`config.mk`:
```
export PLATFORM = sky130hd
export DESIGN_NAME = uarc_receiver
export DESIGN_NICKNAME = d
export VERILOG_FILES = /design/src/rtl/uarc_pkg.sv /design/src/rtl/uarc_msg_fifo.sv /design/src/rtl/uarc_receiver.sv
export SDC_FILE = /design/constraint.sdc
export NUM_CORES = 1
export LEC_CHECK = 0
export ABC_AREA = 1
export CORE_MARGIN = 10
export CORE_UTILIZATION = 60
export DETAILED_ROUTE_END_ITERATION = 16
export DONT_BUFFER_PORTS = 1
export PLACE_DENSITY = 0.76
export SKIP_LAST_GASP = 1
export SLEW_MARGIN = 10
export SYNTH_ARGS = -nofsm -noshare
export SYNTH_HDL_FRONTEND = slang
export SYNTH_SLANG_ARGS = --single-unit
```
`constraint.sdc`:
```
create_clock -name clk -period 3.7 [get_ports clk]
set_input_delay 0.74 -clock clk [delete_from_list [all_inputs] [get_ports clk]]
set_output_delay 0.74 -clock clk [all_outputs]
set_load 0.05 [all_outputs]
```
`src/rtl/uarc_pkg.sv`:
```
// -----------------------------------------------------------------------------
// uarc_pkg
// Types shared by the UARC receiver and its message FIFO.
//   rx_state_e  : receiver FSM state (IDLE, INCEPT_WAIT, INCEPT_ACK)
//   msg_entry_t : one FIFO entry {data, stream}. The data field is sized for
//                 the widest supported word; narrower builds zero-extend on
//                 write and truncate on read.
// -----------------------------------------------------------------------------
package uarc_pkg;

    localparam int unsigned MAX_WORD_MAG   = 6;
    localparam int unsigned MAX_WORD_WIDTH = 1 << MAX_WORD_MAG;

    typedef enum logic [1:0] {
        IDLE        = 2'd0,
        INCEPT_WAIT = 2'd1,
        INCEPT_ACK  = 2'd2
    } rx_state_e;

    typedef struct packed {
        logic [MAX_WORD_WIDTH-1:0] data;
        logic                      stream;   // 1 = stream word, 0 = send
    } msg_entry_t;

endpackage

```
`src/rtl/uarc_msg_fifo.sv`:
```
// -----------------------------------------------------------------------------
// uarc_msg_fifo
// Message buffer between the bus side and the consumer. Power-of-two depth,
// wrapping FIFO_MAG-bit pointers, (FIFO_MAG+1)-bit occupancy count. A push is
// taken when not full, or when full and a pop happens in the same cycle.
// flush empties the buffer at the edge and overrides push/pop.
// Ports:
//   clk, reset (sync, active-low), flush
//   push, push_data, push_stream  : write side
//   pop                           : consume head (ignored when empty)
//   head_data, head_stream        : current head entry
//   empty, full                   : status
// -----------------------------------------------------------------------------
module uarc_msg_fifo
    import uarc_pkg::*;
#(
    parameter int WORD_MAG = 5,
    parameter int FIFO_MAG = 2,
    localparam int WORD_WIDTH = 1 << WORD_MAG
) (
    input  logic                  clk,
    input  logic                  reset,
    input  logic                  flush,
    input  logic                  push,
    input  logic [WORD_WIDTH-1:0] push_data,
    input  logic                  push_stream,
    input  logic                  pop,
    output logic [WORD_WIDTH-1:0] head_data,
    output logic                  head_stream,
    output logic                  empty,
    output logic                  full
);

    localparam int unsigned DEPTH = 1 << FIFO_MAG;

    logic [FIFO_MAG-1:0] wr_ptr_q, wr_ptr_d;
    logic [FIFO_MAG-1:0] rd_ptr_q, rd_ptr_d;
    logic [FIFO_MAG:0]   count_q,  count_d;
    msg_entry_t          mem_q [DEPTH];

    logic do_push;
    logic do_pop;

    assign empty   = (count_q == '0);
    assign full    = (count_q == (FIFO_MAG+1)'(DEPTH));
    assign do_pop  = pop & ~empty;
    assign do_push = push & (~full | do_pop);

    // NOTE: every signal written in always_comb gets a default first, so no
    // path through the block can leave it unassigned and infer a latch.
    always_comb begin
        wr_ptr_d = wr_ptr_q;
        rd_ptr_d = rd_ptr_q;
        count_d  = count_q;
        if (flush) begin
            wr_ptr_d = '0;
            rd_ptr_d = '0;
            count_d  = '0;
        end else begin
            if (do_push) wr_ptr_d = wr_ptr_q + 1'b1;
            if (do_pop)  rd_ptr_d = rd_ptr_q + 1'b1;
            if (do_push && !do_pop) count_d = count_q + 1'b1;
            if (do_pop && !do_push) count_d = count_q - 1'b1;
        end
    end

    // NOTE: sequential state uses non-blocking assignments so every register
    // samples the pre-edge values regardless of statement order.
    always_ff @(posedge clk) begin
        if (!reset) begin
            wr_ptr_q <= '0;
            rd_ptr_q <= '0;
            count_q  <= '0;
        end else begin
            wr_ptr_q <= wr_ptr_d;
            rd_ptr_q <= rd_ptr_d;
            count_q  <= count_d;
        end
    end

    // NOTE: the storage array has no reset; the count alone decides which
    // entries are valid, so clearing the data would only cost logic.
    always_ff @(posedge clk) begin
        if (do_push) begin
            mem_q[wr_ptr_q] <= '{data: MAX_WORD_WIDTH'(push_data), stream: push_stream};
        end
    end

    assign head_data   = mem_q[rd_ptr_q].data[WORD_WIDTH-1:0];
    assign head_stream = mem_q[rd_ptr_q].stream;

endmodule

```
`src/rtl/uarc_receiver.sv`:
```
// -----------------------------------------------------------------------------
// uarc_receiver
// Bus-side receiver: arbitrates kill > incept > send > stream requests from a
// remote sender, buffers send/stream words in a FIFO for the consumer, runs
// the incept handshake with the core, and issues a one-cycle kill pulse.
// Optional build macro UARC_RECEIVER_ADDR_FILTER_EN adds local_address and
// accepts requests only when the permission-masked self_address matches it.
// Ports:
//   clk, reset (sync, active-low)
//   enable, kill, incept, send, stream         : sender requests
//   kill_ack, incept_ack, send_ack, stream_ack : acknowledges to the sender
//   data, self_permission, self_address,
//   incept_permission, incept_address          : bus payload
//   msg_valid/msg_ready/msg_data/msg_stream    : consumer port
//   incept_req/incept_done/incept_perm_out/incept_addr_out : core incept
//   kill_out                                   : kill pulse to the core
//   local_address (filter build only)
// -----------------------------------------------------------------------------
module uarc_receiver
    import uarc_pkg::*;
#(
    parameter int WORD_MAG = 5,
    parameter int FIFO_MAG = 2,
    localparam int WORD_WIDTH = 1 << WORD_MAG
) (
    input  logic                  clk,
    input  logic                  reset,
    input  logic                  enable,
    input  logic                  kill,
    input  logic                  incept,
    input  logic                  send,
    input  logic                  stream,
    output logic                  kill_ack,
    output logic                  incept_ack,
    output logic                  send_ack,
    output logic                  stream_ack,
    input  logic [WORD_WIDTH-1:0] data,
    input  logic [WORD_WIDTH-1:0] self_permission,
    input  logic [WORD_WIDTH-1:0] self_address,
    input  logic [WORD_WIDTH-1:0] incept_permission,
    input  logic [WORD_WIDTH-1:0] incept_address,
`ifdef UARC_RECEIVER_ADDR_FILTER_EN
    input  logic [WORD_WIDTH-1:0] local_address,
`endif
    output logic                  msg_valid,
    input  logic                  msg_ready,
    output logic [WORD_WIDTH-1:0] msg_data,
    output logic                  msg_stream,
    output logic                  incept_req,
    input  logic                  incept_done,
    output logic [WORD_WIDTH-1:0] incept_perm_out,
    output logic [WORD_WIDTH-1:0] incept_addr_out,
    output logic                  kill_out
);

    rx_state_e state_q, state_d;

    logic [WORD_WIDTH-1:0] incept_perm_q, incept_perm_d;
    logic [WORD_WIDTH-1:0] incept_addr_q, incept_addr_d;
    logic                  kill_out_q;

    logic addr_match;
    logic req_ok;
    logic is_idle;
    logic kill_acc, incept_acc, send_acc, stream_acc;
    logic fifo_empty, fifo_full, fifo_pop, fifo_room;
    logic [WORD_WIDTH-1:0] head_data;
    logic                  head_stream;

`ifdef UARC_RECEIVER_ADDR_FILTER_EN
    assign addr_match = ((self_address & self_permission) == (local_address & self_permission));
`else
    assign addr_match = 1'b1;
`endif

    // Nothing is accepted while reset is held, so no ack escapes during reset.
    assign req_ok  = reset & enable & addr_match;
    assign is_idle = (state_q == IDLE);

    // A pop in the same cycle frees a slot for a push into a full FIFO.
    assign fifo_pop  = msg_valid & msg_ready;
    assign fifo_room = ~fifo_full | fifo_pop;

    // Fixed priority: each request is masked by every higher one.
    assign kill_acc   = req_ok & kill;
    assign incept_acc = req_ok & ~kill & incept & is_idle;
    assign send_acc   = req_ok & ~kill & ~incept & send & is_idle & fifo_room;
    assign stream_acc = req_ok & ~kill & ~incept & ~send & stream & is_idle & fifo_room;

    uarc_msg_fifo #(
        .WORD_MAG (WORD_MAG),
        .FIFO_MAG (FIFO_MAG)
    ) u_fifo (
        .clk         (clk),
        .reset       (reset),
        .flush       (kill_acc),
        .push        (send_acc | stream_acc),
        .push_data   (data),
        .push_stream (stream_acc),
        .pop         (fifo_pop),
        .head_data   (head_data),
        .head_stream (head_stream),
        .empty       (fifo_empty),
        .full        (fifo_full)
    );

    // FSM state register
    always_ff @(posedge clk) begin
        if (!reset) state_q <= IDLE;
        else        state_q <= state_d;
    end

    // FSM next state; a kill aborts any incept in progress
    always_comb begin
        state_d = state_q;
        if (kill_acc) begin
            state_d = IDLE;
        end else begin
            unique case (state_q)
                IDLE:        if (incept_acc)  state_d = INCEPT_WAIT;
                INCEPT_WAIT: if (incept_done) state_d = INCEPT_ACK;
                INCEPT_ACK:                   state_d = IDLE;
                default:                      state_d = IDLE;
            endcase
        end
    end

    // FSM outputs
    always_comb begin
        incept_req = (state_q == INCEPT_WAIT);
        incept_ack = (state_q == INCEPT_ACK) & reset & ~kill_acc;
    end

    // Incept payload is captured once at acceptance and held for the core.
    always_comb begin
        incept_perm_d = incept_perm_q;
        incept_addr_d = incept_addr_q;
        if (incept_acc) begin
            incept_perm_d = incept_permission;
            incept_addr_d = incept_address;
        end
    end

    always_ff @(posedge clk) begin
        if (!reset) begin
            incept_perm_q <= '0;
            incept_addr_q <= '0;
            kill_out_q    <= 1'b0;
        end else begin
            incept_perm_q <= incept_perm_d;
            incept_addr_q <= incept_addr_d;
            kill_out_q    <= kill_acc;
        end
    end

    assign kill_ack        = kill_acc;
    assign send_ack        = send_acc;
    assign stream_ack      = stream_acc;
    assign kill_out        = kill_out_q;
    assign incept_perm_out = incept_perm_q;
    assign incept_addr_out = incept_addr_q;

    // Head is blanked when empty so stale storage never reaches the consumer.
    assign msg_valid  = ~fifo_empty;
    assign msg_data   = fifo_empty ? '0 : head_data;
    assign msg_stream = ~fifo_empty & head_stream;

endmodule

```
# After elaboration in Yosys (flattened, before gate mapping)

Memory sizes are Yosys's and may differ from the RTL's. A register that Yosys moved wholly into a read port is not among the register bits.
Cells that the tools add are included.

Register bits: 74
Latch bits: 0
Bits in writable memories: 132
Bits in read-only memories: 0
Input port bits: 169
Output and inout bits: 104
Logic and storage cells: 65
Memories kept: 1

Memories:

| memory       | words | bits a word | rd ports | clocked after memory_dff | write ports | line                | source |
|---|---|---|---|---|---|---|---|
| u_fifo.mem_q | 4     | 33          | 1        | 1                        | 1           | uarc_msg_fifo.sv:39 | `msg_entry_t mem_q [DEPTH];` |

Add/sub/neg operators: 4
Multiply operators: 0
Div/mod/pow operators: 0
Magnitude comparators: 0
Equal/unequal tests: 5
Shift operators: 0
Multiplexer cells: 10
Bitwise gates (word level): 29
Reduce and logical (&&, ||, !) cells: 9

Operator list:

| operator                                               | number |
|---|---|
| 2-to-1 mux 32 bit                                      | 1 |
| AND 1 bit                                              | 19 |
| 2-to-1 mux 2 bit                                       | 4 |
| inverter 1 bit                                         | 7 |
| 2-to-1 mux 3 bit                                       | 2 |
| adder 2 x 1 -> 2 bit (second input constant)           | 2 |
| inequality test 2 x 1 -> 1 bit (second input constant) | 2 |
| one-hot mux 2 bit (2 select lines)                     | 1 |
| adder 3 x 1 -> 3 bit (second input constant)           | 1 |
| equality test 3 bit (second input constant)            | 1 |
| zero test 3 bit                                        | 1 |
| OR 1 bit                                               | 3 |
| subtractor 3 x 1 -> 3 bit (second input constant)      | 1 |
| equality test 2 x 1 -> 1 bit (second input constant)   | 1 |
| equality test 2 bit (second input constant)            | 1 |
| logical AND 1 bit                                      | 2 |
| zero test 1 bit                                        | 2 |
| zero test 2 bit                                        | 1 |
| 2-to-1 mux 1 bit                                       | 2 |
| AND reduction 2 bit                                    | 1 |
| nonzero test 2 bit                                     | 1 |
| OR reduction 2 bit                                     | 1 |

# Longest topological paths before layout

Depth in word-level cells: 12
Depth in mapped cells: 12
Gate-level depth less buffers: 12

# Cells and area by module

From an unflattened synthesis, not the netlist that was laid out.

Cell total of the unflattened synthesis: 902
Area, all modules: 8573.2 µm²

Modules (own cells, without submodules):

| module        | times used | cells each | area each (µm²) | seq. area each (µm²) |
|---|---|---|---|---|
| uarc_msg_fifo | 1          | 385        | 5340.1          | 4144.0 |
| uarc_receiver | 1          | 517        | 3233.1          | 1341.3 |

# Worst setup path after synthesis

OpenSTA, ideal clock, no wires.

Path type: in2out
Start: input reset
End: output incept_ack
Arrival: 2.527 ns
Data required time: 2.960 ns
Path slack: 0.433 ns
Stages on the path: 5
Buffers on the path: 0
Cell sequence: nand2_2 -> nor2_1 -> nor2_1 -> inv_1 -> nor3_1

Word-level cells in the longest chain between the ends: 4
Elaborated cells on any way between the ends: 5
Those cells by class: bitwise (5)

RTL lines:

| item           | line                 | source |
|---|---|---|
| from (decl)    | uarc_receiver.sv:27  | `input logic reset,` |
| AND 1 bit      | uarc_receiver.sv:77  | `assign req_ok = reset & enable & addr_match;` |
| AND 1 bit      | uarc_receiver.sv:85  | `assign kill_acc = req_ok & kill;` |
| via kill_ack   | uarc_receiver.sv:33  | `output logic kill_ack,` |
| inverter 1 bit | uarc_receiver.sv:131 | `incept_ack = (state_q == INCEPT_ACK) & reset & ~kill_acc;` |
| AND 1 bit      | uarc_receiver.sv:131 |  |
| to (decl)      | uarc_receiver.sv:34  | `output logic incept_ack,` |

The timed path passes the listed nets, and every way through them passes these cells.

==> results.md <==
- Status: finished clean
- Post-Synth Adder-Cell Area: 0.0103
- Post-synthesis register bit count: 208
- Hold buffers post-CTS: 0
- Worst slew margin: 0.338
- Synthesized Nets: 942
- CTS sink count: 208
- Drt total wl: 18,500 µm
- Syn_area_per_cell: 10.4 µm²
- Main combinational cell family by area after synthesis: simple AND/OR/NAND/NOR gates
- Die Ht: 136 µm
- Commonest cells after routing, fill and taps aside: nor2_1 (276), edfxtp_1 (132), o21ai_0 (83), dfxtp_1 (75), o21ai_1 (50)
- Worst EP arrival: 2350 ps
- Cell taking the most area after synthesis: edfxtp_1
- Max-slew violation count: 0
- Final hold vios: 0
- Critical path capture point type: output port
- CTS root buffer: clkbuf_16
- Nets: 969
- Gr ovfl total: 0
- Crit-path max FO: 33
- Ports: 273
- Post-Synth XOR/XNOR Area: 0.00109
- Worst endpoint required time: 2960 ps
- Period Utilization, post-route: 0.835
- Final ANT Viol Nets: 0
- Unrepaired setup endpoints after global routing: no
- Maximum VDD drop: 0.000358 V
- # fillers: 973
- Largest net degree at the start of global routing: 67
- Hpwl dp: 12,300 µm
- Per-cell routed wire length: 18.8 µm
- Max-Cap Viols: 0
- Die width: 136 µm
- # DRC: 0
- Ant diodes: 0
- Layout area overhead: 13.2%
- Power Total: 4940 µW
- Initial antenna violation count: 0
- Final setup violation count: 0
- Post-route clock skew: 9.45 ps
- FMAX: 324 MHz
- Std-Cell Rows: 42
- # resized after CTS: 0
- Synth area leaders: edfxtp_1 (49%), dfxtp_1 (19%), nor2_1 (13%)
- Mapped Area: 8010 µm²
- H-Tree Depth: 1
- Total CTS buffers: 21
- Vias/cell: 5.57
- Leak Pwr: 0.00329 µW
- DR vias: 5,479
- 1st-iter DRT viols: 269
- CTS tree: built
- Core Box Area: 13,100 µm²
- Syn Inst Count: 767
- Drt pass-1 iters: 4
- Number of I/O port buffers: 0
- Clock-pin slew on the worst setup and hold paths: 60 ps
- Clk Latency, worst-skew pair: 470 ps
- # Post-CTS Setup Buffers: 0
- GPL Wtd Cong: 0.760
- WS Path Type: reg2out
- Hold/Removal Path Class: in2reg
- Initial Utilization: 0.610
- PD cells: 544 nW/µm²
- Die ar.: 18,400 µm²
- Vias in the first global route: 5,578
- Yosys top cell area share: 0.495
- Post-synthesis compound-gate area fraction: 0.107
- Setup TNS: 0 ps
- Commonest non-fill, non-tap cell in the layout: nor2_1
- Multiplexer area fraction after synthesis: 0
- First-pass GRT wire length: 28,600 µm
- CP Launch Type: register
- Tot GR Track Use: 0.194
- Share of cells above drive strength 1: 0.119
- Ys Warns: 0
- Seq/Total Area, Yosys: 0.685
- Worst slew pin tran: 990 ps
- Netlist cell types: 25
- Max clock buf depth: 3
- Simple logic cell fraction of the synthesized area: 0.148
- Clock period minus worst slack: 3090 ps
[state kept, by name, summed over array words and instances, names as in the netlist, named ones only]
register         flops
u_fifo.mem_q       132
kill_out             1
incept_perm_out     32
u_fifo.rd_ptr_q      2
u_fifo.wr_ptr_q      2
incept_addr_out     32
state_q              2
u_fifo.count_q       3
[report_power, final]
part	leakage (µW)	internal [µW]	switching, µW	total (µW)
clock	0.000359	1280	835	2120
sequential	0.00181	2500	109	2610
combinational	0.00112	62.4	149	211
[path summary, 6_finish.rpt]
path / startpoint / to / slack, ps / cells past startpoint
hold reg to reg: u_fifo.rd_ptr_q[1] / register / 470 / 2
setup reg to reg: state_q[1] / u_fifo.count_q[2] / 1190 / 11
setup / recovery: register / msg_data[11] / 610 / 6
hold / removal: data[20] / u_fifo.mem_q[0][21] / 360 / 0
[final cells by class]
cell class                 instances  area [µm²]  area share
clock inverter                    10        88.8     0.00979
sequential                       208        5490       0.605
inverter                          30         114      0.0126
multi-input combinational        485        2170       0.239
clock buffer                      27         632      0.0697
timing repair buffer              48         360      0.0397
tap                              176         220      0.0243
[cell usage after synthesis]
| library cell | count |
|---|---|
| o21ai_0 | 83 |
| o21ai_2 | 1 |
| xor2_1 | 1 |
| ha_1 | 5 |
| dfxtp_1 | 76 |
| inv_1 | 28 |
| fa_1 | 1 |
| nor2_2 | 1 |
| clkinv_2 | 1 |
| nand2_2 | 1 |
| o21ai_1 | 50 |
| nor3_1 | 4 |
| nand2_1 | 13 |
| buf_6 | 12 |
| buf_4 | 4 |
| nor2_1 | 280 |
| inv_2 | 1 |
| nand4_2 | 1 |
| a21oi_1 | 37 |
| nand3_1 | 5 |
| edfxtp_1 | 132 |
| buf_1 | 5 |
| nor4_1 | 2 |
| clkbuf_1 | 16 |
| buf_2 | 7 |
[per-layer routing]
metal / vias up / wire length, µm / global-route usage
met5: - / 0 / 0
met4: 0 / 234 / 0.0461
met3: 23 / 2380 / 0.0950
met2: 240 / 9510 / 0.343
met1: 2580 / 6350 / 0.202
li1: 2636 / - / -
[critical path: stages (launching register included)]
cell and delay, ps:
dfxtp_1 770, inv_1 80, buf_4 290, nor2_1 160, o21ai_0 100, a21oi_1 230, buf_4 240
[kinds of logic (layout without fill, tap and decap cells)]
logic type,Yosys count,in the layout
xor gates and xnor gates,1,1
and+or+nand+nor,307,307
DFF,208,208
AOI/OAI and AO/OA,171,171
adders and majority gates,6,6
buffers and inverters,74,115
[per-stage QoR]
stage	area [µm²]	hold WS, ps	setup slack, ps	std cells	util
3_5_place_dp	8350	460	918	947	0.636
4_1_cts	9070	345	579	984	0.690
6_report	9070	359	609	984	0.690
3_3_place_gp	8350	433	975	947	0.636
5_1_grt	9070	334	422	984	0.690
2_1_floorplan	8010	421	433	767	-
No activity file was read; power rests on OpenSTA's default activity.
